### src/rtl/spi_reg_pkg.sv
`default_nettype none
// =============================================================================
// spi_reg_pkg : shared state encoding and command-byte constants for the
//               SPI register responder.
// Revision    : 1.0
// =============================================================================
package spi_reg_pkg;

   typedef enum logic [1:0] {
      IDLE = 2'd0,
      CMD  = 2'd1,
      DATA = 2'd2
   } state_t;

   localparam int CMD_RW_BIT   = 7;
   localparam int CMD_MB_BIT   = 6;
   localparam int SCLK_MIN_DIV = 16;

endpackage
`default_nettype wire

### src/rtl/spi_in_sync.sv
`default_nettype none
// =============================================================================
// spi_in_sync : N-stage synchroniser with rise/fall pulses on the synced level.
// Revision    : 1.0
// =============================================================================
module spi_in_sync #(
   parameter int   STAGES    = 2,
   parameter logic RESET_VAL = 1'b0
) (
   input  logic clk,
   input  logic arst_n,
   input  logic i_d,
   output logic o_rise,
   output logic o_fall
);

   logic [STAGES-1:0] r_sync;
   logic              r_prev;

   always_ff @(posedge clk or negedge arst_n) begin
      if (!arst_n) begin
         r_sync <= {STAGES{RESET_VAL}};
         r_prev <= RESET_VAL;
      end else begin
         r_sync <= {r_sync[STAGES-2:0], i_d};
         r_prev <= r_sync[STAGES-1];
      end
   end

   assign o_rise =  r_sync[STAGES-1] & ~r_prev;
   assign o_fall = ~r_sync[STAGES-1] &  r_prev;

endmodule
`default_nettype wire

### src/rtl/spi_reg_responder.sv
`default_nettype none
// =============================================================================
// spi_reg_responder : SPI mode-3 slave bridging an external master onto an
//                     8-bit register bus (ADXL345-style command framing).
// Revision          : 1.0
// =============================================================================
module spi_reg_responder
   import spi_reg_pkg::*;
#(
   parameter int ADDR_W      = 6,
   parameter int SYNC_STAGES = 2
) (
   input  logic              clk,
   input  logic              arst_n,
   input  logic              sclk_i,
   input  logic              cs_n_i,
   input  logic              mosi_i,
   output logic              miso_o,
   output logic              miso_oe_o,
   output logic [ADDR_W-1:0] reg_addr_o,
   output logic              reg_rd_o,
   input  logic [7:0]        reg_rdata_i,
   output logic              reg_wr_o,
   output logic [7:0]        reg_wdata_o,
   output logic              busy_o,
   output logic              frame_err_o
);

   localparam logic [ADDR_W-1:0] c_ADDR_ONE = ADDR_W'(1);

   logic                   w_sclk_rise;
   logic                   w_sclk_fall;
   logic                   w_cs_rise;
   logic                   w_cs_fall;
   logic                   w_mosi;
   logic [7:0]             w_byte;
   logic [2:0]             w_bitcnt_nxt;
   logic                   w_partial;

   logic [SYNC_STAGES-1:0] r_mosi_sync;
   state_t                 r_state;
   logic [2:0]             r_bitcnt;
   logic [6:0]             r_rx;
   logic [7:0]             r_tx;
   logic [ADDR_W-1:0]      r_addr;
   logic                   r_rw;
   logic                   r_mb;
   logic                   r_rd;
   logic                   r_rd_d;
   logic                   r_wr;
   logic [7:0]             r_wdata;
   logic                   r_miso;
   logic                   r_oe;
   logic                   r_err;

   spi_in_sync #(.STAGES(SYNC_STAGES), .RESET_VAL(1'b1)) u_sclk_sync (
      .clk    (clk),
      .arst_n (arst_n),
      .i_d    (sclk_i),
      .o_rise (w_sclk_rise),
      .o_fall (w_sclk_fall)
   );

   spi_in_sync #(.STAGES(SYNC_STAGES), .RESET_VAL(1'b1)) u_cs_sync (
      .clk    (clk),
      .arst_n (arst_n),
      .i_d    (cs_n_i),
      .o_rise (w_cs_rise),
      .o_fall (w_cs_fall)
   );

   // Same depth as the sclk chain so a detected rise sees the matching MOSI bit.
   always_ff @(posedge clk or negedge arst_n) begin
      if (!arst_n) begin
         r_mosi_sync <= '0;
      end else begin
         r_mosi_sync <= {r_mosi_sync[SYNC_STAGES-2:0], mosi_i};
      end
   end

   assign w_mosi       = r_mosi_sync[SYNC_STAGES-1];
   assign w_byte       = {r_rx, w_mosi};
   assign w_bitcnt_nxt = r_bitcnt + {2'b00, w_sclk_rise};
   assign w_partial    = (r_state != IDLE) && (w_bitcnt_nxt != 3'd0);

   always_ff @(posedge clk or negedge arst_n) begin
      if (!arst_n) begin
         r_state <= IDLE;
         r_bitcnt <= 3'd0;
         r_rx     <= '0;
         r_tx     <= '0;
         r_addr   <= '0;
         r_rw     <= 1'b0;
         r_mb     <= 1'b0;
         r_rd     <= 1'b0;
         r_rd_d   <= 1'b0;
         r_wr     <= 1'b0;
         r_wdata  <= '0;
         r_miso   <= 1'b0;
         r_oe     <= 1'b0;
         r_err    <= 1'b0;
      end else begin
         r_rd   <= 1'b0;
         r_wr   <= 1'b0;
         r_err  <= 1'b0;
         r_rd_d <= r_rd;

         if (r_rd_d) begin
            r_tx <= reg_rdata_i;
         end
         // Write address advances only after its strobe has been seen.
         if (r_wr && r_mb) begin
            r_addr <= r_addr + c_ADDR_ONE;
         end

         if (w_cs_fall) begin
            r_state  <= CMD;
            r_bitcnt <= 3'd0;
            r_rx     <= '0;
            r_tx     <= '0;
            r_miso   <= 1'b0;
            r_oe     <= 1'b1;
         end else begin
            if ((r_state != IDLE) && w_sclk_rise) begin
               r_rx     <= w_byte[6:0];
               r_bitcnt <= w_bitcnt_nxt;
               if (r_bitcnt == 3'd7) begin
                  if (r_state == CMD) begin
                     r_addr  <= w_byte[ADDR_W-1:0];
                     r_rw    <= w_byte[CMD_RW_BIT];
                     r_mb    <= w_byte[CMD_MB_BIT];
                     r_rd    <= w_byte[CMD_RW_BIT];
                     r_state <= DATA;
                  end else if (r_rw) begin
                     // No prefetch once the master has already deselected.
                     if (r_mb) begin
                        r_addr <= r_addr + c_ADDR_ONE;
                     end
                     r_rd <= ~w_cs_rise;
                  end else begin
                     r_wdata <= w_byte;
                     r_wr    <= 1'b1;
                  end
               end
            end

            if ((r_state == DATA) && r_rw && w_sclk_fall) begin
               r_miso <= r_tx[7];
               r_tx   <= {r_tx[6:0], 1'b0};
            end

            if (w_cs_rise) begin
               r_state  <= IDLE;
               r_bitcnt <= 3'd0;
               r_miso   <= 1'b0;
               r_oe     <= 1'b0;
               r_err    <= w_partial;
            end
         end
      end
   end

   assign miso_o      = r_miso;
   assign miso_oe_o   = r_oe;
   assign reg_addr_o  = r_addr;
   assign reg_rd_o    = r_rd;
   assign reg_wr_o    = r_wr;
   assign reg_wdata_o = r_wdata;
   assign busy_o      = (r_state != IDLE);
   assign frame_err_o = r_err;

endmodule
`default_nettype wire

### config.mk
export PLATFORM = sky130hd
export DESIGN_NAME = spi_reg_responder
export DESIGN_NICKNAME = d
export VERILOG_FILES = /design/src/rtl/spi_reg_pkg.sv /design/src/rtl/spi_in_sync.sv /design/src/rtl/spi_reg_responder.sv
export SDC_FILE = /design/constraint.sdc
export NUM_CORES = 1
export LEC_CHECK = 0
export ABC_AREA = 0
export BUFFER_PORTS_ARGS = -buffer_cell sky130_fd_sc_hd__buf_4
export CAP_MARGIN = 15
export CORE_MARGIN = 2
export CORE_UTILIZATION = 55
export CTS_BUF_LIST = sky130_fd_sc_hd__clkbuf_4
export DETAILED_ROUTE_END_ITERATION = 6
export PLACE_DENSITY = 0.77
export SETUP_SLACK_MARGIN = 0.15
export SYNTH_ARGS = -nofsm -noshare
export SYNTH_HDL_FRONTEND = slang
export SYNTH_SLANG_ARGS = --single-unit
### constraint.sdc
create_clock -name clk -period 2.75 [get_ports clk]
set_input_delay 0 -clock clk [delete_from_list [all_inputs] [get_ports clk]]
set_output_delay 0 -clock clk [all_outputs]
set_load 0.05 [all_outputs]
==> metrics.txt <==
Final Slew Violations=0; startpoint type of the worst setup path=flop; max_slew headroom=57.66%; Lkg Pwr=1.324 nW; global-route wire length before repair=7.603 mm; initial antenna violation count=0; worst-path fanout max=9; Vias=1693; DRT iter0 DRCs=155; clock tree from TritonCTS=done; r2r startpoint=u_cs_sync.r_sync[1]$_DFF_PN1_; Multi-input gate area=982.2 µm²; Setup crit end kind=flop; Core ar.=0.004029 mm²; antenna cells=0; Yosys cell types=44; via count of the first global-routing pass=1585; effective utilization at floorplan=57.45%; R2R Setup Slk=0.52 ns; crit path kind=flop to flop; RSZ-0062 raised after global routing=false; crit path to=reg_wdata_o[4]$_DFFE_PN0P_; vias per cell=5.606; post-detail-place hpwl=3.158 mm; FF/Latch Area=0.001259 mm²; antenna violation net count after detailed routing=0; routed len/inst=15.23 µm; outcome=finished clean; Die Width=68.88 µm; Final Skew=0.01674 ns; CP required=3.01 ns; fin crit share=81.22%; largest net degree at the start of global routing=51; Tot GR Track Use=21.92%; Std-Cell Rows=23; max_cap viols=0; ys flop type=dfrtp_1; register area share after synthesis=54.38%; Synthesis Warnings=0; Pre-Repair DR Iteration Count=4; H-tree levels=2; layout cells sized above 1=24.60%; clock sinks=50; CTS Buf Count=5; #FFs+latches synth=50; # fillers=314; GRT Residual Overflow=0; Final Hold Viols=0; Worst Setup SP=u_cs_sync.r_sync[1]$_DFF_PN1_; Mapped Nets=226; clk_lat worst skew=0.37 ns; Mapped Cells=208; asr flop ratio synth=100.0%; Avg Cell Area, Syn=11.13 µm²; final WL=4.599 mm; clock buffer depth=2; CTS root buffer=clkbuf_4; io pins=33; Post-route DRC=0; final setup violation count=0; Die ar.=0.004744 mm²; DIE HEIGHT=68.88 µm; Area growth syn-to-layout=19.13%; worst slew pin tran=0.6328 ns; RR Endpoint=reg_wdata_o[4]$_DFFE_PN0P_; VDD IR max=0.0003317 V; Hold Path Class=input pin to async pin; PwrDens=446.5 mW/mm²; Final #Nets=269; Syn Std Cell Area=0.002315 mm²; critical path arrival=2.49 ns; CTS resizes=0; Min Clock Period, post-route=2.233 ns; GPL Wtd Cong=0.8587; Fmax achieved=0.4477 GHz; Final Core Density=68.45%; Post-synth EDFFs=0; port bufs=32; setup TNS=0 ns; r2r worst-path depth=5; Clock Pin Slew Worst Setup and Hold Paths=0.15 ns
[flip-flops by register name (all words and copies together) (netlist names), 2 cells and up]
register and cells:
r_state 2, r_rx 7, r_mosi_sync 2, r_bitcnt 3, r_tx 8, reg_addr_o 6
reg_wdata_o 8, u_cs_sync.r_sync 2, u_sclk_sync.r_sync 2
[cell type report]
| type | count | area share (%) |
|---|---|---|
| clock buffer | 5 | 1.361 |
| clock inverter | 3 | 0.6806 |
| inverter | 8 | 1.089 |
| multi-input combinational | 141 | 35.62 |
| sequential | 50 | 45.64 |
| tap | 50 | 2.269 |
| timing repair buffer | 45 | 13.34 |
[how the worst min path moves through the flow]
stage / startpoint / to / slack, ns / depth (start not counted)
CTS: arst_n / r_bitcnt[0]$_DFFE_PN0P_ / 0.19 / 2
finish: arst_n / reg_addr_o[0]$_DFF_PN0_ / 0.17 / 2
global placement: arst_n / reg_addr_o[2]$_DFF_PN0_ / 0.05 / 1
floorplan: arst_n / frame_err_o$_DFF_PN0_ / -0.30 / 0
global route: arst_n / r_bitcnt[0]$_DFFE_PN0P_ / 0.23 / 2
detailed placement: arst_n / reg_addr_o[2]$_DFF_PN0_ / 0.05 / 1
[repair_timing]
item | 4_1_cts | 5_1_grt
endpoints found under the hold margin | 55 | 0
setup buffers | 0 | 0
hold buffers | 12 | 0
[critical path, stage by stage (launching register included)]
cell	delay, ns
dfstp_2	0.57
inv_1	0.04
ha_1	0.17
nand4b_1	0.23
or4_1	0.71
mux2_4	0.39
[metrics by stage]
step | instance area, µm² | setup slack (ns) | hold WS [ns] | std cells | total power [mW]
final | 2758 | 0.5165 | 0.1654 | 302 | 1.231
after global routing | 2758 | 0.4019 | 0.2285 | 302 | 1.284
after CTS | 2758 | 0.4921 | 0.1861 | 302 | 1.238
after detailed placement | 2581 | 0.5231 | 0.05430 | 282 | 0.8968
after global placement | 2581 | 0.5911 | 0.04652 | 282 | 0.8931
after floorplan | 2315 | 0.8091 | -0.2956 | 208 | 0.8461
[cells in the final DEF, fill, tap and decap left out, types with 4 or more instances in the layout]
| master | n |
|---|---|
| a211oi_1 | 8 |
| a21oi_1 | 11 |
| buf_4 | 33 |
| clkbuf_4 | 5 |
| dfrtp_1 | 44 |
| dfstp_2 | 6 |
| dlygate4sd3_1 | 12 |
| ha_1 | 5 |
| inv_1 | 7 |
| mux2_4 | 8 |
| mux2i_1 | 11 |
| nand2_1 | 22 |
| nand3_1 | 7 |
| nand4_1 | 4 |
| nor2_1 | 17 |
| o21ai_0 | 6 |
| xor2_1 | 4 |
[cells by family after synthesis]
| group | after synthesis | synth area share [%] |
|---|---|---|
| mux | 22 | 11.41 |
| simple gates | 69 | 14.59 |
| buf+inv | 17 | 3.189 |
| xor+xnor | 7 | 2.649 |
| fa+ha+maj | 5 | 2.703 |
| compound gates | 38 | 11.08 |
| flops | 50 | 54.38 |
[where the power goes]
part	switching [mW]	internal [mW]	total, mW
registers	0.0160	0.755	0.771
clock network	0.235	0.100	0.336
logic	0.0772	0.0471	0.124
[synthesized netlist by cell type (all sizes together), types with 2 or more instances]
cell type | count | area, µm²
dfstp | 6 | 157.7
nor3 | 3 | 15.01
a211oi | 8 | 60.06
nand2 | 22 | 82.58
mux2i | 11 | 110.1
a21oi | 11 | 55.05
ha | 5 | 62.56
mux2 | 11 | 153.9
a211o | 2 | 17.52
xnor2 | 3 | 26.28
inv | 7 | 26.28
dfrtp | 44 | 1101
a2111oi | 2 | 23.77
and3 | 3 | 18.77
nand4 | 4 | 25.02
nand3 | 7 | 35.03
o22ai | 2 | 12.51
nand2b | 3 | 18.77
and2 | 2 | 12.51
o21ai | 6 | 30.03
nor2 | 17 | 63.81
xor2 | 4 | 35.03
buf | 4 | 25.02
clkbuf | 5 | 18.77
[routing by layer]
metal  vias to the layer above  global-route usage [%]  wire, µm
met5                         -                       0         0
met4                         0                   5.882        49
met3                         4                   4.870       177
met2                        35                   34.86      2205
met1                       820                   30.57      2166
li1                        834                       -         -
Power figures use the tool's default switching activity.
